===== src/rtl/div_result_bcd.sv =====
// ============================================================================
// Module  : div_result_bcd
// Brief   : Signed quotient/remainder to sign + BCD digits via a shared
//           iterative double-dabble engine. Optional macro
//           DIV_BCD_ZERO_BLANK_EN blanks leading zero digits to 4'hF.
// Revision: 1.0 - initial release
// ============================================================================
`default_nettype none

module div_result_bcd #(
  parameter int WIDTH  = 8,
  parameter int DIGITS = 3
) (
  input  logic                  clk,
  input  logic                  rst,
  input  logic                  start,
  input  logic [WIDTH-1:0]      quotient,
  input  logic [WIDTH-1:0]      remainder,
  output logic                  busy,
  output logic                  done,
  output logic                  q_sign,
  output logic [4*DIGITS-1:0]   q_bcd,
  output logic                  r_sign,
  output logic [4*DIGITS-1:0]   r_bcd
);

  localparam int BW = 4 * DIGITS;
  localparam int CW = $clog2(WIDTH + 1);
  localparam logic [0:0]    S_IDLE  = 1'b0;
  localparam logic [0:0]    S_SHIFT = 1'b1;
  localparam logic [CW-1:0] C_LAST  = CW'(WIDTH - 1);

  logic [0:0]       r_state;
  logic [0:0]       w_state_nxt;
  logic [CW-1:0]    r_cnt;
  logic [WIDTH-1:0] r_q_mag;
  logic [WIDTH-1:0] r_r_mag;
  logic [BW-1:0]    r_q_scr;
  logic [BW-1:0]    r_r_scr;
  logic             r_q_sign_int;
  logic             r_r_sign_int;
  logic             r_done;
  logic             r_q_sign;
  logic             r_r_sign;
  logic [BW-1:0]    r_q_bcd;
  logic [BW-1:0]    r_r_bcd;

  logic             w_accept;
  logic             w_last;
  logic [WIDTH-1:0] w_q_mag_in;
  logic [WIDTH-1:0] w_r_mag_in;
  logic [BW-1:0]    w_q_adj;
  logic [BW-1:0]    w_r_adj;
  logic [BW-1:0]    w_q_next;
  logic [BW-1:0]    w_r_next;

  // All nibbles are corrected from their pre-adjust values in parallel.
  function automatic logic [BW-1:0] f_add3(input logic [BW-1:0] s);
    logic [BW-1:0] o;
    o = s;
    for (int i = 0; i < DIGITS; i++) begin
      if (s[4*i +: 4] >= 4'd5) o[4*i +: 4] = s[4*i +: 4] + 4'd3;
    end
    return o;
  endfunction

`ifdef DIV_BCD_ZERO_BLANK_EN
  function automatic logic [BW-1:0] f_fmt(input logic [BW-1:0] s);
    logic [BW-1:0] o;
    logic          lead;
    o    = s;
    lead = 1'b1;
    for (int i = DIGITS - 1; i > 0; i--) begin
      if (lead && (s[4*i +: 4] == 4'd0)) o[4*i +: 4] = 4'hF;
      else                               lead = 1'b0;
    end
    return o;
  endfunction
`else
  function automatic logic [BW-1:0] f_fmt(input logic [BW-1:0] s);
    return s;
  endfunction
`endif

  assign w_accept   = (r_state == S_IDLE) && start;
  assign w_last     = (r_state == S_SHIFT) && (r_cnt == C_LAST);
  assign w_q_mag_in = quotient[WIDTH-1]  ? (~quotient  + WIDTH'(1)) : quotient;
  assign w_r_mag_in = remainder[WIDTH-1] ? (~remainder + WIDTH'(1)) : remainder;
  assign w_q_adj    = f_add3(r_q_scr);
  assign w_r_adj    = f_add3(r_r_scr);
  assign w_q_next   = {w_q_adj[BW-2:0], r_q_mag[WIDTH-1]};
  assign w_r_next   = {w_r_adj[BW-2:0], r_r_mag[WIDTH-1]};

  always_ff @(posedge clk or posedge rst) begin
    if (rst) r_state <= S_IDLE;
    else     r_state <= w_state_nxt;
  end

  always_comb begin
    w_state_nxt = r_state;
    case (r_state)
      S_IDLE:  if (start)  w_state_nxt = S_SHIFT;
      S_SHIFT: if (w_last) w_state_nxt = S_IDLE;
      default:             w_state_nxt = S_IDLE;
    endcase
  end

  always_comb begin
    busy = (r_state == S_SHIFT);
  end

  always_ff @(posedge clk or posedge rst) begin
    if (rst) begin
      r_cnt        <= '0;
      r_q_mag      <= '0;
      r_r_mag      <= '0;
      r_q_scr      <= '0;
      r_r_scr      <= '0;
      r_q_sign_int <= 1'b0;
      r_r_sign_int <= 1'b0;
      r_done       <= 1'b0;
      r_q_sign     <= 1'b0;
      r_r_sign     <= 1'b0;
      r_q_bcd      <= '0;
      r_r_bcd      <= '0;
    end else begin
      r_done <= w_last;
      if (w_accept) begin
        r_q_sign_int <= quotient[WIDTH-1];
        r_r_sign_int <= remainder[WIDTH-1];
        r_q_mag      <= w_q_mag_in;
        r_r_mag      <= w_r_mag_in;
        r_q_scr      <= '0;
        r_r_scr      <= '0;
        r_cnt        <= '0;
      end else if (r_state == S_SHIFT) begin
        r_q_scr <= w_q_next;
        r_r_scr <= w_r_next;
        r_q_mag <= {r_q_mag[WIDTH-2:0], 1'b0};
        r_r_mag <= {r_r_mag[WIDTH-2:0], 1'b0};
        r_cnt   <= r_cnt + CW'(1);
      end
      if (w_last) begin
        r_q_sign <= r_q_sign_int;
        r_r_sign <= r_r_sign_int;
        r_q_bcd  <= f_fmt(w_q_next);
        r_r_bcd  <= f_fmt(w_r_next);
      end
    end
  end

  assign done   = r_done;
  assign q_sign = r_q_sign;
  assign r_sign = r_r_sign;
  assign q_bcd  = r_q_bcd;
  assign r_bcd  = r_r_bcd;

endmodule

`default_nettype wire


===== config.mk =====
export PLATFORM = sky130hd
export DESIGN_NAME = div_result_bcd
export DESIGN_NICKNAME = d
export VERILOG_FILES = /design/src/rtl/div_result_bcd.sv
export SDC_FILE = /design/constraint.sdc
export NUM_CORES = 1
export LEC_CHECK = 0
export CAP_MARGIN = 20
export CORE_MARGIN = 2
export CORE_UTILIZATION = 60
export CTS_CLUSTER_SIZE = 28
export DETAILED_ROUTE_END_ITERATION = 6
export GPL_TIMING_DRIVEN = 0
export PLACE_DENSITY = 0.85
export SYNTH_ARGS = -nofsm -noshare
export SYNTH_HDL_FRONTEND = slang
export SYNTH_SLANG_ARGS = --single-unit

===== constraint.sdc =====
create_clock -name clk -period 4.3 [get_ports clk]
set_clock_uncertainty 0.1 [all_clocks]
set_input_delay 0.43 -clock clk [delete_from_list [all_inputs] [get_ports clk]]
set_output_delay 0.43 -clock clk [all_outputs]
set_load 0.02 [all_outputs]

# Word-level counts from Yosys, hierarchy flattened
# Index checks and enable logic that the tools add are counted.
# classes
eq_ne	1
muxes	21
addsub	9
bitwise	3
n_reduce_logical	3
order_cmp	6
# op_table
op	count
12-bit two-way mux	4
8-bit two-way mux	6
4-bit by 3-bit >= comparator with 1-bit output (second input constant)	6
4-bit two-way mux	6
4-bit by 2-bit adder with 4-bit output (second input constant)	4
8-bit by 1-bit adder with 8-bit output (second input constant)	2
8-bit NOT	2
3-bit by 2-bit adder with 3-bit output (second input constant)	2
3-bit two-way mux	2
4-bit by 1-bit adder with 4-bit output (second input constant)	1
4-bit by 3-bit equality test with 1-bit output (second input constant)	1
1-bit logical AND	2
1-bit two-way mux	2
1-bit one-hot mux with 2 select lines	1
2-bit nonzero test	1
1-bit NOT	1
# word_totals
reg_bits	74
word_cells	56
in_bits	19

# Logic depth before layout (Yosys ltp)
# logic_depth
ltp_word	4
ltp_mapped	6
ltp_nobuf	6

# Worst setup path before layout
# OpenSTA, ideal clock, no wires.
# synth_timing
path_kind	input-to-reg
startpoint	input remainder[0]
endpoint	register r_r_mag[6]
setup_slack_ps	2620
setup_ps	135
t_arrival_ps	1445
path_stages	6
path_cell_list	inv_1 -> ha_1 -> or3b_4 -> o31ai_4 -> mux2i_1 -> o311ai_1
# synth_between
elab_chain_len	4
# synth_rtl
item	line	text
start, declared	18	input logic [WIDTH-1:0] remainder,
8-bit NOT	88	assign w_r_mag_in = remainder[WIDTH-1] ? (~remainder + WIDTH'(1)) : remainder;
8-bit by 1-bit adder with 8-bit output	88	
8-bit two-way mux	88	
8-bit two-way mux	128	if (w_accept) begin
end signal, assigned	132	r_r_mag <= w_r_mag_in;
end signal, assigned	140	r_r_mag <= {r_r_mag[WIDTH-2:0], 1'b0};
end, declared	37	logic [WIDTH-1:0] r_r_mag;
# No other way between the ends.
# A chain may end at the register's enable or synchronous reset.

# Final worst setup path
# layout_timing
startpoint	register r_state, in the netlist busy
endpoint	output busy
# layout_lines
item	line	text
start, declared	33	logic [0:0] r_state;
start signal, assigned	96	else r_state <= w_state_nxt;
end, declared	19	output logic busy,
# No word-level cell between the ends.

==> metrics <==
RSZ-0062 raised after global routing no; CP required 3770 ps; CTS H-tree lvls 3; CP endpoint kind primary output; Seq/Total Area, Yosys 49.9%; Port Buffers 44; CP Cell Sequence clkdlybuf4s50_1; async set-reset flop share out of synthesis 100%; All-Layer GR Usage 25.5%; fraction of layout cells with a size suffix above 1 8.62%; hpwl dp 5440 um; die height 82.6 um; CTS Buffer Depth 2; Final #Nets 470; sw frac 38.8%; number of distinct library cells after synthesis 38; Final period util 44.2%; Crit path arrival time 1370 ps; leakage power 0.00202 uW; Seq pwr share 37.5%; CTS tree done; CTS Sinks 74; largest net degree at the start of global routing 75; crit path buf inv count 1; Ports 47; Initial Util 62.3%; clock share of power 18.5%; syn_area_per_cell 9.74 sq um; final instance area 0.00447 sq mm; # hold bufs at CTS 0; core box area 0.00596 sq mm; Hold WS 250 ps; Mapped Area 0.00371 sq mm; crit-path max cell delay 620 ps; max-cap viol count 0; diodes inserted 0; via count 2946; wirelength, routed 7760 um; most frequent cells in the layout dfrtp_1 (74), nand2_1 (63), o21ai_0 (53); Avg WL per Cell 15.0 um; Peak supply drop 0.000322 V; Final Max Slew Viols 0; outcome finished clean; pwr dens 714 mW/mm^2; EDFF count, synth 0; min Tclk post-route 1900 ps; fin worst setup slack 2400 ps; Synth Instances 381; Post-CTS Setup Inserts 0; FP Rows 28; net load switching power 1240 uW; DRT iter0 DRCs 155; Setup crit start kind register; DR pass1 iterations 4; Worst-path clk slew 70 ps; Net Count, Synth 415; total grt overflow 0; Vias/cell 5.71; combinational share of power 44.0%; critical path type register to primary output; CTS root buffer clkbuf_8; Antenna Nets Post-Route 0; cell taking the most area after synthesis dfrtp_1; remaining routing DRC violations 0; Least-Margin Pin Slew 871 ps; synthesized flop and latch total 74; CTS buffer count 9; wire length of the first global-routing pass 13000 um; Yosys Warn Count 0; CP delay by family, top buffers and inverters; CP max FO 3; die area 0.00683 sq mm; hold crit path type input pin to register; top cells by area, synth dfrtp_1 (50%), o21ai_0 (7.2%), nand2_1 (6.4%), ha_1 (5.1%), a21oi_1 (3.4%); Layout area overhead 20.4%; Cell Int Power 1950 uW; final hold vios 0; antenna violations before repair 0; # setup viols final 0; Yosys top cell area share 49.9%; Slew Limit Headroom 41.9%; Post-CTS Resized 0; dpl ws 2060 ps; Synth Flop Type dfrtp_1; Die X 82.6 um; Slowest-stage cell, CP clkdlybuf4s50_1; dpl cell area 0.00425 sq mm; clk_lat worst skew 340 ps; most common cell after layout, fill and taps aside dfrtp_1; f_max 0.526 GHz; setup tns final 0 ps; vias in the first global route 2953; total power 3190 uW; Placer Congestion 0.835
[routing by layer]
metal | vias to the layer above | GRT usage, % | share of wire [%]
li1 | 1414 | - | -
met1 | 1433 | 30.4 | 42
met2 | 84 | 44.6 | 52
met3 | 15 | 4.46 | 4.0
met4 | 0 | 12.1 | 1.7
met5 | - | 0 | 0
[power by group through the flow]
stage	Clock (uW)	Combinational [uW]	Sequential, uW
global placement	0	1320	1190
CTS	597	1410	1190
floorplan	0	826	1280
global route	629	1580	1230
finish	590	1400	1200
detailed placement	0	1400	1200
[sequential cells by signal, summed over array words and instances, names as in the netlist, 4 cells and up]
| signal | cells |
|---|---|
| q_bcd | 12 |
| r_cnt | 4 |
| r_q_scr | 12 |
| r_q_mag | 8 |
| r_r_mag | 8 |
| r_r_scr | 12 |
| r_bcd | 12 |
[Yosys cell counts (2+ instances only)]
master     n
dfrtp_1   74
nand2_1   63
o21ai_0   53
a21oi_1   25
inv_1     19
ha_1      15
clkbuf_1  12
mux2i_1   11
and3_1    10
nand2b_1  10
nor3b_1   10
nor2_1     9
xnor2_1    9
o21ai_1    7
mux2_2     6
nand3_1    6
xor2_1     6
nor3_1     5
buf_6      4
a21o_1     2
a221oi_1   2
buf_2      2
inv_2      2
mux2_1     2
o311ai_1   2
o31ai_1    2
o31ai_4    2
[final timing paths]
check	cells past startpoint	endpoint	from	slack, ps
max in group asynchronous	2	q_bcd[8]	rst	3010
min in group asynchronous	2	r_bcd[3]	rst	530
worst min register to register	2	q_bcd[4]	q_bcd[4]	380
worst max-delay path	1	busy	busy	2400
worst max register to register	4	r_bcd[1]	r_cnt[0]	2400
worst min-delay path	2	r_r_sign_int	remainder[7]	250
[cell families after synthesis]
family                     count (synthesis)  synth area share, %
DFF                                       74                 49.9
and+or+nand+nor                          118                 15.3
muxes                                     19                 5.40
buffers and inverters                     41                 5.26
xor gates and xnor gates                  15                 3.54
AOI/OAI and AO/OA                         99                 15.5
adders and majority gates                 15                 5.06
[cell type report]
type,instances,area [sq um]
plain buffers,19,108
well taps,75,93.8
repair buffers,44,440
inverters,22,90.1
multi-input cells,266,1660
flip-flops and latches,74,1850
fillers,419,1490
clock buffers,11,141
clock inverters,5,77.6
[stage by stage]
step,instances,utilization (%)
after global routing,516,75.0
after floorplan,381,-
after detailed placement,500,71.3
final,516,75.0
after CTS,516,75.0
after global placement,500,71.3
No activity file was read; power rests on OpenSTA's default activity.
